### src/rtl/mmcm_drp_reconfig_ctrl_if.sv
// DRP bus between the reconfiguration sequencer (master) and the MMCM DRP port (slave).
interface mmcm_drp_reconfig_ctrl_if;
    logic [6:0]  drp_daddr;
    logic        drp_den;
    logic        drp_dwe;
    logic [15:0] drp_di;
    logic [15:0] drp_do;
    logic        drp_drdy;

    modport master (
        output drp_daddr, drp_den, drp_dwe, drp_di,
        input  drp_do, drp_drdy
    );

    modport slave (
        input  drp_daddr, drp_den, drp_dwe, drp_di,
        output drp_do, drp_drdy
    );
endinterface

### src/rtl/mmcm_drp_reconfig_ctrl.sv
// Runtime MMCM retune: holds the MMCM in reset, read-modify-writes the CLKFBOUT/CLKOUT1 divider
// registers over DRP, releases reset and waits for lock, reporting done or an error code.
module mmcm_drp_reconfig_ctrl #(
    parameter int unsigned RST_HOLD     = 16,
    parameter int unsigned DRDY_TIMEOUT = 255,
    parameter int unsigned LOCK_TIMEOUT = 65535
) (
    input  logic        sys_clk,
    input  logic        sys_rst_n,
    input  logic        start,
    input  logic [6:0]  cfg_mult,
    input  logic [6:0]  cfg_div,
    output logic        busy,
    output logic        done,
    output logic        err,
    output logic [1:0]  err_code,
    output logic        mmcm_rst,
    input  logic        mmcm_locked,
    mmcm_drp_reconfig_ctrl_if.master drp
);

    typedef enum logic [3:0] {
        StIdle, StHoldPre, StRd, StRdWait, StWr, StWrWait, StHoldPost, StWaitLock, StAbort
    } state_e;

    state_e      state_q, state_d;
    logic [15:0] cnt_q, cnt_d;
    logic [1:0]  op_q, op_d;
    logic [6:0]  mult_q, mult_d, div_q, div_d;
    logic [6:0]  daddr_q, daddr_d;
    logic [15:0] di_q, di_d;
    logic        busy_q, busy_d, done_q, done_d, err_q, err_d, mmcm_rst_q, mmcm_rst_d;
    logic [1:0]  err_code_q, err_code_d;
    logic [1:0]  lock_sync_q;
    logic        cfg_legal;
    logic [6:0]  op_val;

    function automatic logic [6:0] op_addr(input logic [1:0] op);
        unique case (op)
            2'd0:    op_addr = 7'h14;
            2'd1:    op_addr = 7'h15;
            2'd2:    op_addr = 7'h0A;
            default: op_addr = 7'h0B;
        endcase
    endfunction

    // Even ops target reg1 (high/low counts), odd ops reg2 (edge/nocount); a low count of 64
    // wraps to 0 in the 6-bit field, which is how the MMCM encodes it.
    function automatic logic [15:0] merge_word(input logic [1:0] op, input logic [6:0] v,
                                               input logic [15:0] rd);
        logic [5:0] high;
        logic [6:0] low;
        high = v[6:1];
        low  = v - {1'b0, high};
        if (!op[0]) merge_word = {rd[15:12], high, low[5:0]};
        else        merge_word = {rd[15:8], v[0], (v == 7'd1), rd[5:0]};
    endfunction

    assign cfg_legal = (cfg_mult >= 7'd5) && (cfg_mult <= 7'd64) && (cfg_div != 7'd0);
    assign op_val    = op_q[1] ? div_q : mult_q;

    always_comb begin
        state_d    = state_q;
        cnt_d      = cnt_q;
        op_d       = op_q;
        mult_d     = mult_q;
        div_d      = div_q;
        daddr_d    = daddr_q;
        di_d       = di_q;
        busy_d     = busy_q;
        done_d     = 1'b0;
        err_d      = 1'b0;
        err_code_d = err_code_q;
        mmcm_rst_d = mmcm_rst_q;
        unique case (state_q)
            StIdle: begin
                if (start) begin
                    mult_d = cfg_mult;
                    div_d  = cfg_div;
                    if (!cfg_legal) begin
                        err_d      = 1'b1;
                        err_code_d = 2'd1;
                    end else begin
                        busy_d     = 1'b1;
                        mmcm_rst_d = 1'b1;
                        err_code_d = 2'd0;
                        cnt_d      = '0;
                        state_d    = StHoldPre;
                    end
                end
            end
            StHoldPre: begin
                if (32'(cnt_q) == RST_HOLD - 1) begin
                    cnt_d   = '0;
                    op_d    = 2'd0;
                    daddr_d = op_addr(2'd0);
                    state_d = StRd;
                end else begin
                    cnt_d = cnt_q + 16'd1;
                end
            end
            StRd: begin
                cnt_d   = '0;
                state_d = StRdWait;
            end
            StRdWait: begin
                if (drp.drp_drdy) begin
                    di_d    = merge_word(op_q, op_val, drp.drp_do);
                    state_d = StWr;
                end else if (32'(cnt_q) == DRDY_TIMEOUT - 1) begin
                    err_code_d = 2'd2;
                    state_d    = StAbort;
                end else begin
                    cnt_d = cnt_q + 16'd1;
                end
            end
            StWr: begin
                cnt_d   = '0;
                state_d = StWrWait;
            end
            StWrWait: begin
                if (drp.drp_drdy) begin
                    cnt_d = '0;
                    if (op_q == 2'd3) begin
                        state_d = StHoldPost;
                    end else begin
                        op_d    = op_q + 2'd1;
                        daddr_d = op_addr(op_q + 2'd1);
                        state_d = StRd;
                    end
                end else if (32'(cnt_q) == DRDY_TIMEOUT - 1) begin
                    err_code_d = 2'd2;
                    state_d    = StAbort;
                end else begin
                    cnt_d = cnt_q + 16'd1;
                end
            end
            StHoldPost: begin
                if (32'(cnt_q) == RST_HOLD - 1) begin
                    cnt_d      = '0;
                    mmcm_rst_d = 1'b0;
                    state_d    = StWaitLock;
                end else begin
                    cnt_d = cnt_q + 16'd1;
                end
            end
            StWaitLock: begin
                if (lock_sync_q[1]) begin
                    done_d  = 1'b1;
                    busy_d  = 1'b0;
                    state_d = StIdle;
                end else if (32'(cnt_q) == LOCK_TIMEOUT - 1) begin
                    err_code_d = 2'd3;
                    state_d    = StAbort;
                end else begin
                    cnt_d = cnt_q + 16'd1;
                end
            end
            StAbort: begin
                mmcm_rst_d = 1'b0;
                err_d      = 1'b1;
                busy_d     = 1'b0;
                state_d    = StIdle;
            end
            default: state_d = StIdle;
        endcase
    end

    always_ff @(posedge sys_clk) begin
        if (!sys_rst_n) begin
            state_q     <= StIdle;
            cnt_q       <= '0;
            op_q        <= '0;
            mult_q      <= '0;
            div_q       <= '0;
            daddr_q     <= '0;
            di_q        <= '0;
            busy_q      <= 1'b0;
            done_q      <= 1'b0;
            err_q       <= 1'b0;
            err_code_q  <= '0;
            mmcm_rst_q  <= 1'b0;
            lock_sync_q <= '0;
        end else begin
            state_q     <= state_d;
            cnt_q       <= cnt_d;
            op_q        <= op_d;
            mult_q      <= mult_d;
            div_q       <= div_d;
            daddr_q     <= daddr_d;
            di_q        <= di_d;
            busy_q      <= busy_d;
            done_q      <= done_d;
            err_q       <= err_d;
            err_code_q  <= err_code_d;
            mmcm_rst_q  <= mmcm_rst_d;
            lock_sync_q <= {lock_sync_q[0], mmcm_locked};
        end
    end

    assign busy          = busy_q;
    assign done          = done_q;
    assign err           = err_q;
    assign err_code      = err_code_q;
    assign mmcm_rst      = mmcm_rst_q;
    assign drp.drp_den   = (state_q == StRd) || (state_q == StWr);
    assign drp.drp_dwe   = (state_q == StWr);
    assign drp.drp_daddr = daddr_q;
    assign drp.drp_di    = di_q;

endmodule
### src/flat_wrapper.sv
// flat-port wrapper written by rule: the top's interface ports become plain ports
module mmcm_drp_reconfig_ctrl_flat 
#(
    parameter int unsigned RST_HOLD     = 16,
    parameter int unsigned DRDY_TIMEOUT = 255,
    parameter int unsigned LOCK_TIMEOUT = 65535
)
  (sys_clk, sys_rst_n, start, cfg_mult, cfg_div, busy, done, err, err_code, mmcm_rst, mmcm_locked, drp_drp_daddr, drp_drp_den, drp_drp_dwe, drp_drp_di, drp_drp_do, drp_drp_drdy);
  mmcm_drp_reconfig_ctrl_if drp_i ();
  input  logic sys_clk;
  input  logic sys_rst_n;
  input  logic start;
  input  logic [6:0] cfg_mult;
  input  logic [6:0] cfg_div;
  output logic busy;
  output logic done;
  output logic err;
  output logic [1:0] err_code;
  output logic mmcm_rst;
  input  logic mmcm_locked;
  output wire logic [$bits(drp_i.drp_daddr)-1:0] drp_drp_daddr;
  output wire logic [$bits(drp_i.drp_den)-1:0] drp_drp_den;
  output wire logic [$bits(drp_i.drp_dwe)-1:0] drp_drp_dwe;
  output wire logic [$bits(drp_i.drp_di)-1:0] drp_drp_di;
  input wire logic [$bits(drp_i.drp_do)-1:0] drp_drp_do;
  input wire logic [$bits(drp_i.drp_drdy)-1:0] drp_drp_drdy;
  assign drp_drp_daddr = drp_i.drp_daddr;
  assign drp_drp_den = drp_i.drp_den;
  assign drp_drp_dwe = drp_i.drp_dwe;
  assign drp_drp_di = drp_i.drp_di;
  assign drp_i.drp_do = drp_drp_do;
  assign drp_i.drp_drdy = drp_drp_drdy;
  mmcm_drp_reconfig_ctrl #(.RST_HOLD(RST_HOLD), .DRDY_TIMEOUT(DRDY_TIMEOUT), .LOCK_TIMEOUT(LOCK_TIMEOUT)) u_core (.sys_clk(sys_clk), .sys_rst_n(sys_rst_n), .start(start), .cfg_mult(cfg_mult), .cfg_div(cfg_div), .busy(busy), .done(done), .err(err), .err_code(err_code), .mmcm_rst(mmcm_rst), .mmcm_locked(mmcm_locked), .drp(drp_i));
endmodule
### config.mk
export PLATFORM = sky130hd
export DESIGN_NAME = mmcm_drp_reconfig_ctrl_flat
export DESIGN_NICKNAME = d
export VERILOG_FILES = /design/src/rtl/mmcm_drp_reconfig_ctrl_if.sv /design/src/rtl/mmcm_drp_reconfig_ctrl.sv /design/src/flat_wrapper.sv
export SDC_FILE = /design/constraint.sdc
export NUM_CORES = 1
export LEC_CHECK = 0
export CAP_MARGIN = 40
export CORE_ASPECT_RATIO = 0.8
export CORE_UTILIZATION = 25
export DETAILED_ROUTE_END_ITERATION = 6
export PLACE_DENSITY_LB_ADDON = 0.08
export SLEW_MARGIN = 5
export SYNTH_ARGS = -nofsm -noshare
export SYNTH_HDL_FRONTEND = slang
export SYNTH_SLANG_ARGS = --single-unit
### constraint.sdc
create_clock -name sys_clk -period 3.1 [get_ports sys_clk]
set_clock_uncertainty 0.05 [all_clocks]
set_input_delay 0.62 -clock sys_clk [delete_from_list [all_inputs] [get_ports sys_clk]]
set_output_delay 0.62 -clock sys_clk [all_outputs]
set_load 0.02 [all_outputs]
==> results.toml, run 1 <==
[clocking]
clock-root-buffer = "clkbuf_16"
cts_max_level = 3
clock_latency_ps = 330
cts_tree = "yes"
clockBufferDepth = 2
clk_pin_slew_ps = 60
postCtsSetupRepairBufs = 0
numClockSinks = 61
postCtsHoldBufs = 0
cts_buffers = 9
cts_resized = 0

[global_routing]
grt_antenna_before_repair = 0
grt_max_degree = 22
grt.overflow.total = 0
grt_pass1_vias = 3011
grt_pass1_wl_um = 16400
globalRouteTotalUtil = 0.148

[sta]
hold_violations = 0
period_minus_slack_ps = 2750
worst_pin_slew_ps = 648
final_max_slew_viol_count = 0
whs_ps = 386
setup_tns_ps = 0
min_period_over_period = 0.886
max-slew-margin-rel = 0.567
rsz0062_at_grt = "no"
fmax_mhz = 364
setup_viol_count_final = 0

[outcome]
status = "finished clean"

[synth]
synthAdderAreaFrac = 0.0446
synth_top_family_by_area = "simple AND/OR/NAND/NOR gates"
yosys-top-cells-area = "dfxtp_1, nand2_1, a21boi_0"
yosysSeqAreaShare = 0.345
synth_edf_count = 0
ys.flop_type = "dfxtp_1"
yosysMostFrequentCell = "nand2_1"
synth_commonest_cells = "nand2_1, dfxtp_1, clkbuf_1"
avgSynthCellArea_sq_um = 7.96
yosys_warnings = 0
yosys_register_bits = 61
synth-compound-area-share = 0.243
syn_area_sq_um = 3540
yosys-mux-area-fraction = 0.0318
synth_xor_area_frac = 0.0124
synth-simple-area-share = 0.259
yosys.area.top_type = "dfxtp_1"
synth_top_area_frac = 0.345
syn_inst = 444
yosysUniqueCellTypes = 60
synth_async_sr_flop_share = 0

[power_and_ir_drop]
power.total_mw = 2.60
power_switching_uw = 780
power_leakage_nw = 1.73
vdd_drop_max_mv = 0.238
swShare = 0.300
power_frac_seq = 0.336
p_comb_frac = 0.242
p_clk_frac = 0.422
p_per_area_nw_per_um2 = 556
cell_internal_pwr_mw = 1.82

[critical_path]
crit_required_ps = 3270
worst-setup-path-type = "in -> reg"
start_kind = "input port"
crit_arrival_ps = 2910
reg2reg_slack_ps = 430
endpoint_kind = "register"
cp_max_fo = 9

[floorplan]
start_util = 0.258
pin_count = 66
rows = 38
coreArea_sq_um = 13700
die_y_um = 108
die-area_sq_um = 14600
die_x_um = 135

[place]
dpl.hpwl_um = 7210
io_buffers = 61
gp_congestion = 0.788

[detailed_routing]
drt_pass1_iterations = 4
drt-wirelength-per-cell_um = 14.7
via_count = 3291
drtIter0Drc = 196
routed_via_density = 4.81
postRouteAntennaNets = 0
drc = 0
wl_um = 10000

[finish]
drive_gt1_frac = 0.107
n_antenna_cell = 0
nFillCells = 1412
nets = 546
syn2layout_area_growth_pct = 32.3

[job]
drv_cap = 0

[min_path]
min_path_type = "reg -> reg"
-- routing by layer --
metal  up-vias  wire length, um  GRT usage
met5         -                0          0
met4         0               82     0.0514
met3         6              313     0.0333
met2        57             4050      0.204
met1      1525             5590      0.220
li1       1703                -          -
-- worst paths after layout --
| kind | depth (start not counted) | startpoint | end |
|---|---|---|---|
| worst max-delay path | 7 | cfg_mult[6] | u_core.cnt_q[15]$_SDFFE_PN0P_ |
| worst min-delay path | 1 | u_core.lock_sync_q[0]$_SDFF_PN0_ | u_core.lock_sync_q[1]$_SDFF_PN0_ |
| worst min register to register | 1 | u_core.lock_sync_q[0]$_SDFF_PN0_ | u_core.lock_sync_q[1]$_SDFF_PN0_ |
| worst max register to register | 9 | u_core.cnt_q[0]$_SDFFE_PN0P_ | u_core.cnt_q[15]$_SDFFE_PN0P_ |
-- cells by family (layout without fill, tap and decap cells) --
kind of cell             count (synthesis)  after routing
buffers and inverters                   53            112
AO/OA/AOI/OAI                          124            124
adder cells (fa/ha/maj)                 12             12
flip-flops                              61             61
multiplexers                            11             11
AND/OR/NAND/NOR                        177            177
XOR/XNOR                                 5              5
other                                    1              2
-- cell usage in the layout (no fill, tap or decap), drive strengths merged, types with 3 or more instances in the layout --
cell type	Yosys	routed
o32ai	3	3
nand2	80	80
or2	3	3
clkdlybuf4s50	0	60
o21ai	18	18
ha	11	11
inv	17	17
o211ai	8	8
a31oi	10	10
o211a	7	7
nand4	7	7
nand3	12	12
nor4	6	6
or4	7	7
clkbuf	30	10
mux2i	9	9
o22ai	5	5
xnor2	5	5
and3	6	6
and2	7	7
dfxtp	61	61
a21boi	22	22
nor2b	4	4
a21oi	26	26
nor3	7	7
o31ai	3	3
buf	6	19
nor2	17	17
o221a	3	3
nand2b	8	8
or3	3	3
clkinv	0	3
-- layout make-up --
type,instances,area [sq um],share of cell area
Inverter,17,63.8,0.0136
Clock buffer,10,239,0.0511
Sequential cell,61,1220,0.261
Timing Repair Buffer,79,741,0.158
Clock inverter,6,86.3,0.0185
Multi-Input combinational cell,331,2100,0.449
Tap cell,180,225,0.0481
-- power groups by stage --
stage          Combinational (mW)  Sequential [mW]  Clock, mW
2_1_floorplan               0.422            0.878          0
3_3_place_gp                0.630            0.890          0
3_5_place_dp                0.632            0.890          0
4_1_cts                     0.634            0.873       1.14
5_1_grt                     0.702            0.882       1.16
6_report                    0.628            0.874       1.10
-- sequential cells by signal (all words and copies together) (netlist names) --
name and cells:
u_core.mmcm_rst 1, u_core.err_code 2, u_core.mult_q 7, u_core.drp.drp_daddr 3
u_core.drp.drp_di 16, u_core.done 1, u_core.state_q 4, u_core.div_q 7
u_core.busy 1, u_core.cnt_q 16, u_core.err 1, u_core.lock_sync_q 2
-- metrics by stage --
stage | util | instances | instance area [sq um] | worst slack (ps)
global route | 0.342 | 684 | 4680 | 235
detailed placement | 0.318 | 668 | 4350 | 70.9
CTS | 0.342 | 684 | 4680 | 394
floorplan | - | 445 | 3540 | 520
finish | 0.342 | 684 | 4680 | 354
global placement | 0.318 | 668 | 4350 | 115
-- worst max-delay path: stages --
cell	delay (ps)
clkdlybuf4s50_1	510
nor4b_1	310
nand2_1	120
nand3_1	150
nand3_1	320
or3b_2	610
o41ai_1	260
(Power assumes the default switching activity.)
==> inputs of run 2 (changes only) <==
--- a/config.mk
+++ b/config.mk
@@ -9,7 +9,8 @@
 export CORE_ASPECT_RATIO = 0.8
 export CORE_UTILIZATION = 25
 export DETAILED_ROUTE_END_ITERATION = 6
-export PLACE_DENSITY_LB_ADDON = 0.08
+export HOLD_SLACK_MARGIN = 0.05
+export PLACE_DENSITY = 0.47
 export SLEW_MARGIN = 5
 export SYNTH_ARGS = -nofsm -noshare
 export SYNTH_HDL_FRONTEND = slang
==> run 2 against run 1 <==
Clock power increased by 5%. Critical path depth shrank 4. Largest power group unchanged. Sequential share of layout area about the same. Combinational power fell by 2%. Register-to-register slack better by 80 ps. First-iteration DRC count is 5.6% higher. Design area is 0.19% higher. Non-clock buffer count shrank 1. Largest cell class unchanged. Worst setup slack improved by 33 ps. Critical endpoint is now drp_drp_dwe. Die area unchanged.
==> results.toml, run 2 (synthesized netlist as in run 1, its figures left out) <==
[floorplan]
pin_count = 66
die_x_um = 135
rows = 38
die-area_sq_um = 14600
start_util = 0.258
die_y_um = 108
coreArea_sq_um = 13700

[detailed_routing]
via_count = 3328
postRouteAntennaNets = 0
routed_via_density = 4.87
wl_um = 9940
drt-wirelength-per-cell_um = 14.6
drc = 0
drt_pass1_iterations = 4
drtIter0Drc = 207

[sta]
final_max_slew_viol_count = 0
period_minus_slack_ps = 2710
fmax_mhz = 369
min_period_over_period = 0.875
setup_viol_count_final = 0
worst_pin_slew_ps = 628
setup_tns_ps = 0
hold_violations = 0
rsz0062_at_grt = "no"
max-slew-margin-rel = 0.581

[power_and_ir_drop]
vdd_drop_max_mv = 0.255
power_leakage_nw = 1.73
p_per_area_nw_per_um2 = 565
power.total_mw = 2.65

[global_routing]
globalRouteTotalUtil = 0.143
grt_max_degree = 38
grt.overflow.total = 0
grt_pass1_wl_um = 16100
grt_antenna_before_repair = 0
grt_pass1_vias = 3109

[clocking]
clock-root-buffer = "clkbuf_16"
cts_max_level = 3
clk_pin_slew_ps = 50
postCtsHoldBufs = 0
clockBufferDepth = 2
postCtsSetupRepairBufs = 0
cts_resized = 0
clock_latency_ps = 320
cts_tree = "yes"
numClockSinks = 61
cts_buffers = 9

[finish]
final_cell_mix = "nand2_1, dfxtp_1, clkdlybuf4s50_1"
drive_gt1_frac = 0.101
seq_area_sq_um = 1220
nFillCells = 1436
finalNonFillerCells = 683
final_common_cell = "nand2_1"
syn2layout_area_growth_pct = 32.6
nets = 545
multi_input_area_sq_um = 2100
n_antenna_cell = 0

[min_path]
min_path_type = "reg -> reg"

[place]
dpl.hpwl_um = 7200
dp_cells = 667
io_buffers = 61
gp_congestion = 0.839

[critical_path]
worst-setup-path-type = "reg -> out"
cp_top_family = "flip-flops"
start_kind = "register"
crit_arrival_ps = 2040
cp_cell_sequence = "nand2b_1, nor3_1, clkdlybuf4s50_1"
cp_max_fo = 16
endpoint_kind = "primary output"
slowest_delay_ps = 720
cp_slowest_cell = "dfxtp_1"
crit_required_ps = 2430
crit_buf_inv = 1

[job]
drv_cap = 0

[outcome]
status = "finished clean"
==> run 2: worst paths after layout <==
path / startpoint / end / slack, ps / cells after the start
max: u_core.state_q[2]$_SDFFE_PN0P_ / drp_drp_dwe / 390 / 3
min: u_core.lock_sync_q[0]$_SDFF_PN0_ / u_core.lock_sync_q[1]$_SDFF_PN0_ / 390 / 1
max reg2reg: u_core.cnt_q[11]$_SDFFE_PN0P_ / u_core.drp.drp_daddr[0]$_SDFFE_PN0P_ / 510 / 7
min reg2reg: u_core.lock_sync_q[0]$_SDFF_PN0_ / u_core.lock_sync_q[1]$_SDFF_PN0_ / 390 / 1
==> run 2: cell type report <==
| class | count | area share |
|---|---|---|
| repair buffers | 78 | 0.156 |
| clock inverters | 4 | 0.0203 |
| multi-input cells | 331 | 0.448 |
| clock buffers | 12 | 0.0526 |
| inverters | 17 | 0.0136 |
| well taps | 180 | 0.0481 |
| flip-flops and latches | 61 | 0.261 |
==> run 2: stage by stage <==
step | area [sq um] | utilization | setup slack [ps] | hold slack, ps
4_1_cts | 4690 | 0.342 | 381 | 386
3_3_place_gp | 4350 | 0.317 | 245 | 367
5_1_grt | 4690 | 0.342 | 219 | 414
6_report | 4690 | 0.342 | 387 | 386
2_1_floorplan | 3540 | - | 520 | 362
3_5_place_dp | 4350 | 0.317 | 262 | 373
==> run 2: power breakdown <==
group,internal (mW),switching [mW],total [mW]
logic,0.260,0.354,0.614
registers,0.830,0.0495,0.880
clock network,0.806,0.349,1.16
total,1.90,0.752,2.65
==> run 2: routing by layer <==
layer	track usage	vias up	part of all wire
li1	-	1698	-
met2	0.200	84	0.40
met3	0.0366	4	0.043
met5	0	-	0
met4	0.0409	0	0.0074
met1	0.210	1542	0.55
